`src/rtl/fan_ramp_ctrl_pkg.sv`:
```
// Shared speed codes, ramp state encodings and default duty levels
// for the fan drive path.
package fan_ramp_ctrl_pkg;

  typedef enum logic [1:0] {
    SPD_HIGH = 2'b00,
    SPD_MED  = 2'b01,
    SPD_LOW  = 2'b10,
    SPD_OFF  = 2'b11
  } speed_e;

  typedef enum logic [1:0] {
    ST_IDLE      = 2'd0,
    ST_RAMP_UP   = 2'd1,
    ST_RAMP_DOWN = 2'd2,
    ST_KICK      = 2'd3
  } ramp_state_e;

  localparam int DEF_PWM_BITS   = 8;
  localparam int DEF_STEP_DIV   = 1000;
  localparam int DEF_RAMP_STEP  = 5;
  localparam int DEF_DUTY_HIGH  = 255;
  localparam int DEF_DUTY_MED   = 170;
  localparam int DEF_DUTY_LOW   = 85;
  localparam int DEF_KICK_STEPS = 8;

endpackage

```
`src/rtl/fan_ramp_ctrl_pwm.sv`:
```
// PWM carrier for the fan driver: period 2^PWM_BITS-1, so an
// all-ones duty is a constant high and zero a constant low.
module fan_pwm_gen #(
  parameter int PWM_BITS = 8
) (
  input  logic                clk,
  input  logic                rst_n,
  input  logic [PWM_BITS-1:0] duty,
  output logic                pwm
);

  localparam logic [PWM_BITS-1:0] CNT_TOP = ~PWM_BITS'(1);

  logic [PWM_BITS-1:0] cnt_q, cnt_d;
  logic                pwm_q, pwm_d;

  always_comb begin
    cnt_d = (cnt_q == CNT_TOP) ? '0 : cnt_q + PWM_BITS'(1);
    pwm_d = (cnt_q < duty);
  end

  always_ff @(posedge clk or negedge rst_n) begin
    if (!rst_n) begin
      cnt_q <= '0;
      pwm_q <= 1'b0;
    end else begin
      cnt_q <= cnt_d;
      pwm_q <= pwm_d;
    end
  end

  assign pwm = pwm_q;

endmodule

```
`src/rtl/fan_ramp_ctrl.sv`:
```
// Soft start/stop of the fan duty toward the speed-code target.
// FAN_KICKSTART_EN adds a full-duty kick before spinning up from rest.
module fan_ramp_ctrl
  import fan_ramp_ctrl_pkg::*;
#(
  parameter int PWM_BITS   = DEF_PWM_BITS,
  parameter int STEP_DIV   = DEF_STEP_DIV,
  parameter int RAMP_STEP  = DEF_RAMP_STEP,
  parameter int DUTY_HIGH  = DEF_DUTY_HIGH,
  parameter int DUTY_MED   = DEF_DUTY_MED,
  parameter int DUTY_LOW   = DEF_DUTY_LOW,
  parameter int KICK_STEPS = DEF_KICK_STEPS
) (
  input  logic                clk,
  input  logic                rst_n,
  input  logic [1:0]          speed,
  output logic                pwm,
  output logic [PWM_BITS-1:0] duty,
  output logic                busy,
  output logic                at_target
);

  localparam int PRE_W = (STEP_DIV > 2) ? $clog2(STEP_DIV) : 1;
  localparam int SUM_W = PWM_BITS + 1;
  localparam logic [PRE_W-1:0] PRE_TOP = PRE_W'(STEP_DIV - 1);
  localparam logic [SUM_W-1:0] STEP_W  = SUM_W'(RAMP_STEP);
  localparam logic [PWM_BITS-1:0] T_HIGH = PWM_BITS'(DUTY_HIGH);
  localparam logic [PWM_BITS-1:0] T_MED  = PWM_BITS'(DUTY_MED);
  localparam logic [PWM_BITS-1:0] T_LOW  = PWM_BITS'(DUTY_LOW);

`ifdef FAN_KICKSTART_EN
  localparam int KW = (KICK_STEPS > 1) ? $clog2(KICK_STEPS) : 1;
  localparam logic [KW-1:0] KICK_LAST = KW'(KICK_STEPS - 1);
  localparam logic [PWM_BITS-1:0] D_MAX = '1;
  logic [KW-1:0] kick_q, kick_d;
`endif

  ramp_state_e         state_q, state_d;
  logic [PWM_BITS-1:0] duty_q, duty_d;
  logic [PRE_W-1:0]    pre_q, pre_d;
  logic                busy_q, busy_d;
  logic                at_q, at_d;

  logic [PWM_BITS-1:0] tgt;
  logic [SUM_W-1:0]    sum;
  logic [PWM_BITS-1:0] gap;
  logic [PWM_BITS-1:0] up_val;
  logic [PWM_BITS-1:0] dn_val;
  logic                tick;

  always_comb begin
    tgt = '0;
    unique case (1'b1)
      (speed == SPD_HIGH): tgt = T_HIGH;
      (speed == SPD_MED):  tgt = T_MED;
      (speed == SPD_LOW):  tgt = T_LOW;
      default:             tgt = '0;
    endcase
  end

  assign tick = (state_q != ST_IDLE) && (pre_q == PRE_TOP);

  // Wide sum and gap compare keep both ramp directions clamped.
  always_comb begin
    sum    = {1'b0, duty_q} + STEP_W;
    gap    = duty_q - tgt;
    up_val = (sum >= {1'b0, tgt}) ? tgt : sum[PWM_BITS-1:0];
    dn_val = ({1'b0, gap} <= STEP_W) ? tgt
           : duty_q - STEP_W[PWM_BITS-1:0];
  end

  always_comb begin
    state_d = state_q;
    duty_d  = duty_q;
    pre_d   = '0;
`ifdef FAN_KICKSTART_EN
    kick_d  = kick_q;
`endif
    unique case (state_q)
      ST_IDLE: begin
`ifdef FAN_KICKSTART_EN
        if (duty_q == '0 && tgt != '0) begin
          state_d = ST_KICK;
          duty_d  = D_MAX;
          kick_d  = '0;
        end else
`endif
        if (tgt > duty_q) state_d = ST_RAMP_UP;
        else if (tgt < duty_q) state_d = ST_RAMP_DOWN;
      end
      ST_RAMP_UP, ST_RAMP_DOWN: begin
`ifdef FAN_KICKSTART_EN
        if (duty_q == '0 && tgt != '0) begin
          state_d = ST_KICK;
          duty_d  = D_MAX;
          kick_d  = '0;
        end else
`endif
        if (duty_q == tgt) begin
          state_d = ST_IDLE;
        end else if (tgt > duty_q) begin
          state_d = ST_RAMP_UP;
          if (tick) duty_d = up_val;
        end else begin
          state_d = ST_RAMP_DOWN;
          if (tick) duty_d = dn_val;
        end
      end
      ST_KICK: begin
`ifdef FAN_KICKSTART_EN
        duty_d = D_MAX;
        if (tgt == '0) begin
          state_d = ST_RAMP_DOWN;
        end else if (tick) begin
          if (kick_q == KICK_LAST) state_d = ST_RAMP_DOWN;
          else kick_d = kick_q + KW'(1);
        end
`else
        state_d = ST_IDLE;
`endif
      end
      default: state_d = ST_IDLE;
    endcase
    // Prescaler runs only while ramping; direction flips keep its phase.
    if (state_q != ST_IDLE && state_d != ST_IDLE)
      pre_d = tick ? '0 : pre_q + PRE_W'(1);
    busy_d = (state_d != ST_IDLE);
    at_d   = (duty_q == tgt);
  end

  always_ff @(posedge clk or negedge rst_n) begin
    if (!rst_n) begin
      state_q <= ST_IDLE;
      duty_q  <= '0;
      pre_q   <= '0;
      busy_q  <= 1'b0;
      at_q    <= 1'b1;
`ifdef FAN_KICKSTART_EN
      kick_q  <= '0;
`endif
    end else begin
      state_q <= state_d;
      duty_q  <= duty_d;
      pre_q   <= pre_d;
      busy_q  <= busy_d;
      at_q    <= at_d;
`ifdef FAN_KICKSTART_EN
      kick_q  <= kick_d;
`endif
    end
  end

  fan_pwm_gen #(
    .PWM_BITS(PWM_BITS)
  ) u_pwm (
    .clk  (clk),
    .rst_n(rst_n),
    .duty (duty_q),
    .pwm  (pwm)
  );

  assign duty      = duty_q;
  assign busy      = busy_q;
  assign at_target = at_q;

endmodule

```
`config.mk`:
```
export PLATFORM = sky130hd
export DESIGN_NAME = fan_ramp_ctrl
export DESIGN_NICKNAME = d
export VERILOG_FILES = /design/src/rtl/fan_ramp_ctrl_pkg.sv /design/src/rtl/fan_ramp_ctrl_pwm.sv /design/src/rtl/fan_ramp_ctrl.sv
export SDC_FILE = /design/constraint.sdc
export NUM_CORES = 1
export LEC_CHECK = 0
export CAP_MARGIN = 10
export CORE_MARGIN = 2
export CORE_UTILIZATION = 54
export DETAILED_ROUTE_END_ITERATION = 10
export MAX_ROUTING_LAYER = met4
export PLACE_DENSITY = 0.73
export SLEW_MARGIN = 25
export SYNTH_ARGS = -nofsm -noshare
export SYNTH_HDL_FRONTEND = slang
export SYNTH_HIERARCHICAL = 1
export SYNTH_SLANG_ARGS = --single-unit
```
`constraint.sdc`:
```
create_clock -name clk -period 3.1 [get_ports clk]
set_clock_uncertainty 0.2 [all_clocks]
set_input_delay 0.31 -clock clk [delete_from_list [all_inputs] [get_ports clk]]
set_output_delay 0.31 -clock clk [all_outputs]
set_load 0.03 [all_outputs]
```
==> run summary <==
CTS Root Cell = clkbuf_8
FF-to-FF path depth = 11
Cts hold-fix bufs = 0
PwrDens = 364 mW/mm²
Largest family of logic cells by synthesized area = compound AO/OA/AOI/OAI gates
Synth Area in Adders = 16.0%
Fin. max-slew vios = 0
RSZ-0062 raised after global routing = true
Actual slew at the worst max-slew pin = 0.404 ns
Antenna diodes = 0
Mux cell area share after synthesis = 2.34%
Net switching power = 378 µW
Compound-cell area share of the yosys netlist = 20.4%
Cell taking the most area after synthesis = dfrtp_1
Routed WL = 6150 µm
Synth top area cells = dfrtp_1 (29%), ha_1 (15%), a21oi_1 (4.2%)
Netlist cell types = 59
P_leak = 0.00151 µW
Setup violators final = 0
Initial Util = 55.9%
Hpwl dp = 4600 µm
Row Count = 25
F_max = 0.331 GHz
Overall Global Routing Usage = 25.9%
I/O pins = 15
Largest net degree at the start of global routing = 32
Arrival @ worst endpoint = 2.99 ns
Setup Slack @ Placement = -0.112 ns
Clk slew on worst S/H paths = 0.07 ns
# DRC = 0
Setup crit start kind = register
Deepest clock path buffer count = 2
Async SR Flop Fraction = 100%
Reg2reg setup slack = 0.08 ns
Synth Area in Simple Gates = 18.6%
Flop pwr share = 40.9%
Routed wire per std cell = 15.5 µm
GP Congestion = 0.975
Crit end category = register
Sink Count = 31
Reg-to-Reg Start = duty[0]$_DFFE_PN0P_
Crit-path most repeated cell = a21o_1
Clock share of power = 28.8%
Final setup margin = 0.0824 ns
Post-synth EDFFs = 0
Die Y = 73.7 µm
Initial DRT Pass Iterations = 4
Max Cap Violations = 0
Worst hold path type = input port to asynchronous set/reset pin
Post-synthesis register bit count = 31
Sequential area share after synthesis = 29.6%
Vias per cell = 5.93
Synth Warn # = 6
Initial antenna violation count = 0
Max rail drop VDD = 0.000428 V
CTS tree = built
First-pass GRT wire length = 10400 µm
CP required = 3.08 ns
Comb power frac = 30.4%
Status = complete, no violations
Fin crit share = 97.3%
CP Max Fanout = 6
Switching part of the total power = 32.7%
Highest cell delay on the worst timing path = 0.44 ns
Core Util, Final = 67.6%
Avg Inst Size Synth = 8.74 µm²
Layout cells sized above 1 = 18.7%
Area Overhead vs Synth = 21.0%
Prevailing post-synth register cell = dfrtp_1
H-tree Lvls = 2
RR Endpoint = duty[1]$_DFFE_PN0P_
ANT nets after route = 0
GR Overflow Total = 0
Total CTS buffers = 5
XOR/XNOR Fraction of Synth Area = 7.35%
Crit path max-delay cell type = dfrtp_2
P_int = 776 µW
Worst-path cell chain = ha_2 -> o21ai_1 -> xnor2_1 -> ha_1 -> a21o_1 -> a221oi_2 -> nand2_1 -> nor2_4 -> o21ai_0 -> a21o_1 -> a32o_1
Die area = 0.00543 mm²
Synthesized Nets = 337
Core area = 0.00469 mm²
Number of port buffers = 14
DIE WIDTH = 73.7 µm
Mapped cell area = 0.00262 mm²
Min Clock Period, post-route = 3.02 ns
Post-Synthesis Cells = 300
Fillers = 387
WS Path Type = register to register
Vias in the first global route = 2263
Initial DRC count = 183
Yosys top cell area share = 28.6%
Worst-Skew Late Latency = 0.29 ns
Max-Slew Margin vs Limit = 73.1%
Final #Nets = 379
Vias = 2356
Final Hold Vio Count = 0
==> repair_timing <==
action | in CTS | in global routing
gates resized for setup | 0 | 8
setup buffers | 2 | 1
pin swaps | 1 | 6
endpoints found under the setup margin | 2 | 8
==> metal layers <==
metal  part of all wire, %  GRT usage (%)  up-vias  wire length, µm
met5                     0              -        -                0
li1                      -              -     1161                -
met3                   5.2           5.21       19              318
met4                   2.2           8.28        0              136
met1                    46           33.6     1110             2820
met2                    47           40.7       66             2870
==> cell usage after synthesis (2+ instances only) <==
library cell	instances
a21o_1	8
a21oi_1	22
a221oi_1	2
a22o_1	5
a31oi_1	3
a41o_1	2
and2_1	3
and3_1	3
buf_4	2
buf_6	2
clkbuf_1	8
dfrtp_1	30
ha_1	32
inv_1	20
mux2i_1	5
nand2_1	22
nand2b_1	3
nand3_1	12
nand3b_1	2
nand4_1	5
nor2_1	27
nor3_1	3
o21a_1	2
o21ai_0	16
o22ai_1	4
or2_2	2
or3_1	3
xnor2_1	10
xor2_1	12
==> kinds of logic after synthesis <==
family	Yosys count
simple gates	95
compound gates	80
buf+inv	33
fa+ha+maj	33
flops	31
xor+xnor	22
mux	6
==> critical path: cells and delay by family, from the launching register on <==
kind	cells	cell delay (ns)
AO/OA/AOI/OAI	6	1.22
flip-flops	1	0.44
XOR/XNOR	1	0.18
adder cells (fa/ha/maj)	2	0.52
AND/OR/NAND/NOR	2	0.35
==> how the worst max path moves through the flow <==
stage / startpoint / end / slack (ns)
global placement: speed[0] / duty[6]$_DFFE_PN0P_ / -0.03
CTS: duty[0]$_DFFE_PN0P_ / duty[1]$_DFFE_PN0P_ / 0.01
global route: duty[0]$_DFFE_PN0P_ / duty[7]$_DFFE_PN0P_ / -0.07
detailed placement: speed[0] / duty[6]$_DFFE_PN0P_ / -0.11
finish: duty[0]$_DFFE_PN0P_ / duty[1]$_DFFE_PN0P_ / 0.08
floorplan: duty[3]$_DFFE_PN0P_ / duty[1]$_DFFE_PN0P_ / -0.01
==> final cells by class <==
type	count	area, µm²	area share [%]
multi-input cells	236	1740	54.9
flip-flops and latches	31	786	24.8
repair buffers	48	412	13.0
clock buffers	7	86.3	2.72
inverters	20	75.1	2.37
well taps	54	67.6	2.13
clock inverters	1	5.00	0.158
==> state kept, by name, summed over array words and instances (netlist names) <==
register     cells
duty             8
busy             1
at_target        1
state_q          2
u_pwm/pwm        1
u_pwm/cnt_q      8
pre_q           10
==> per-stage QoR <==
step,total power (µW),cells,cell area [µm²],TNS [ns],hold WS (ns)
final,1150,397,3170,0,0.219
after global routing,1230,397,3170,-0.255,0.254
after CTS,1160,396,3130,0,0.221
after detailed placement,821,386,3030,-0.503,0.289
after global placement,810,386,3030,-0.147,0.282
after floorplan,690,300,2660,-0.0133,-0.186
==> power groups by stage <==
stage / Sequential (µW) / Combinational (µW) / Clock, µW
detailed placement: 476 / 344 / 0
CTS: 470 / 349 / 342
global placement: 476 / 334 / 0
finish: 472 / 350 / 332
global route: 476 / 396 / 356
floorplan: 490 / 201 / 0
==> placed cells by master, fill, tap and decap left out, types with 4 or more instances in the layout <==
cell type        synthesis  final
dfrtp_1                 30     23
o22ai_1                  4      4
a22o_1                   5      5
nand3_1                 12     12
inv_1                   20     20
mux2i_1                  5      5
o21ai_0                 16     15
xor2_1                  12     12
ha_1                    32     31
nand4_1                  5      5
clkdlybuf4s50_1          0     14
nand2_1                 22     22
xnor2_1                 10      9
clkbuf_8                 0      6
buf_4                    2     32
a21oi_1                 22     21
a21o_1                   8      8
nor2_1                  27     27
dfrtp_2                  0      7
Power figures use the tool's default switching activity.
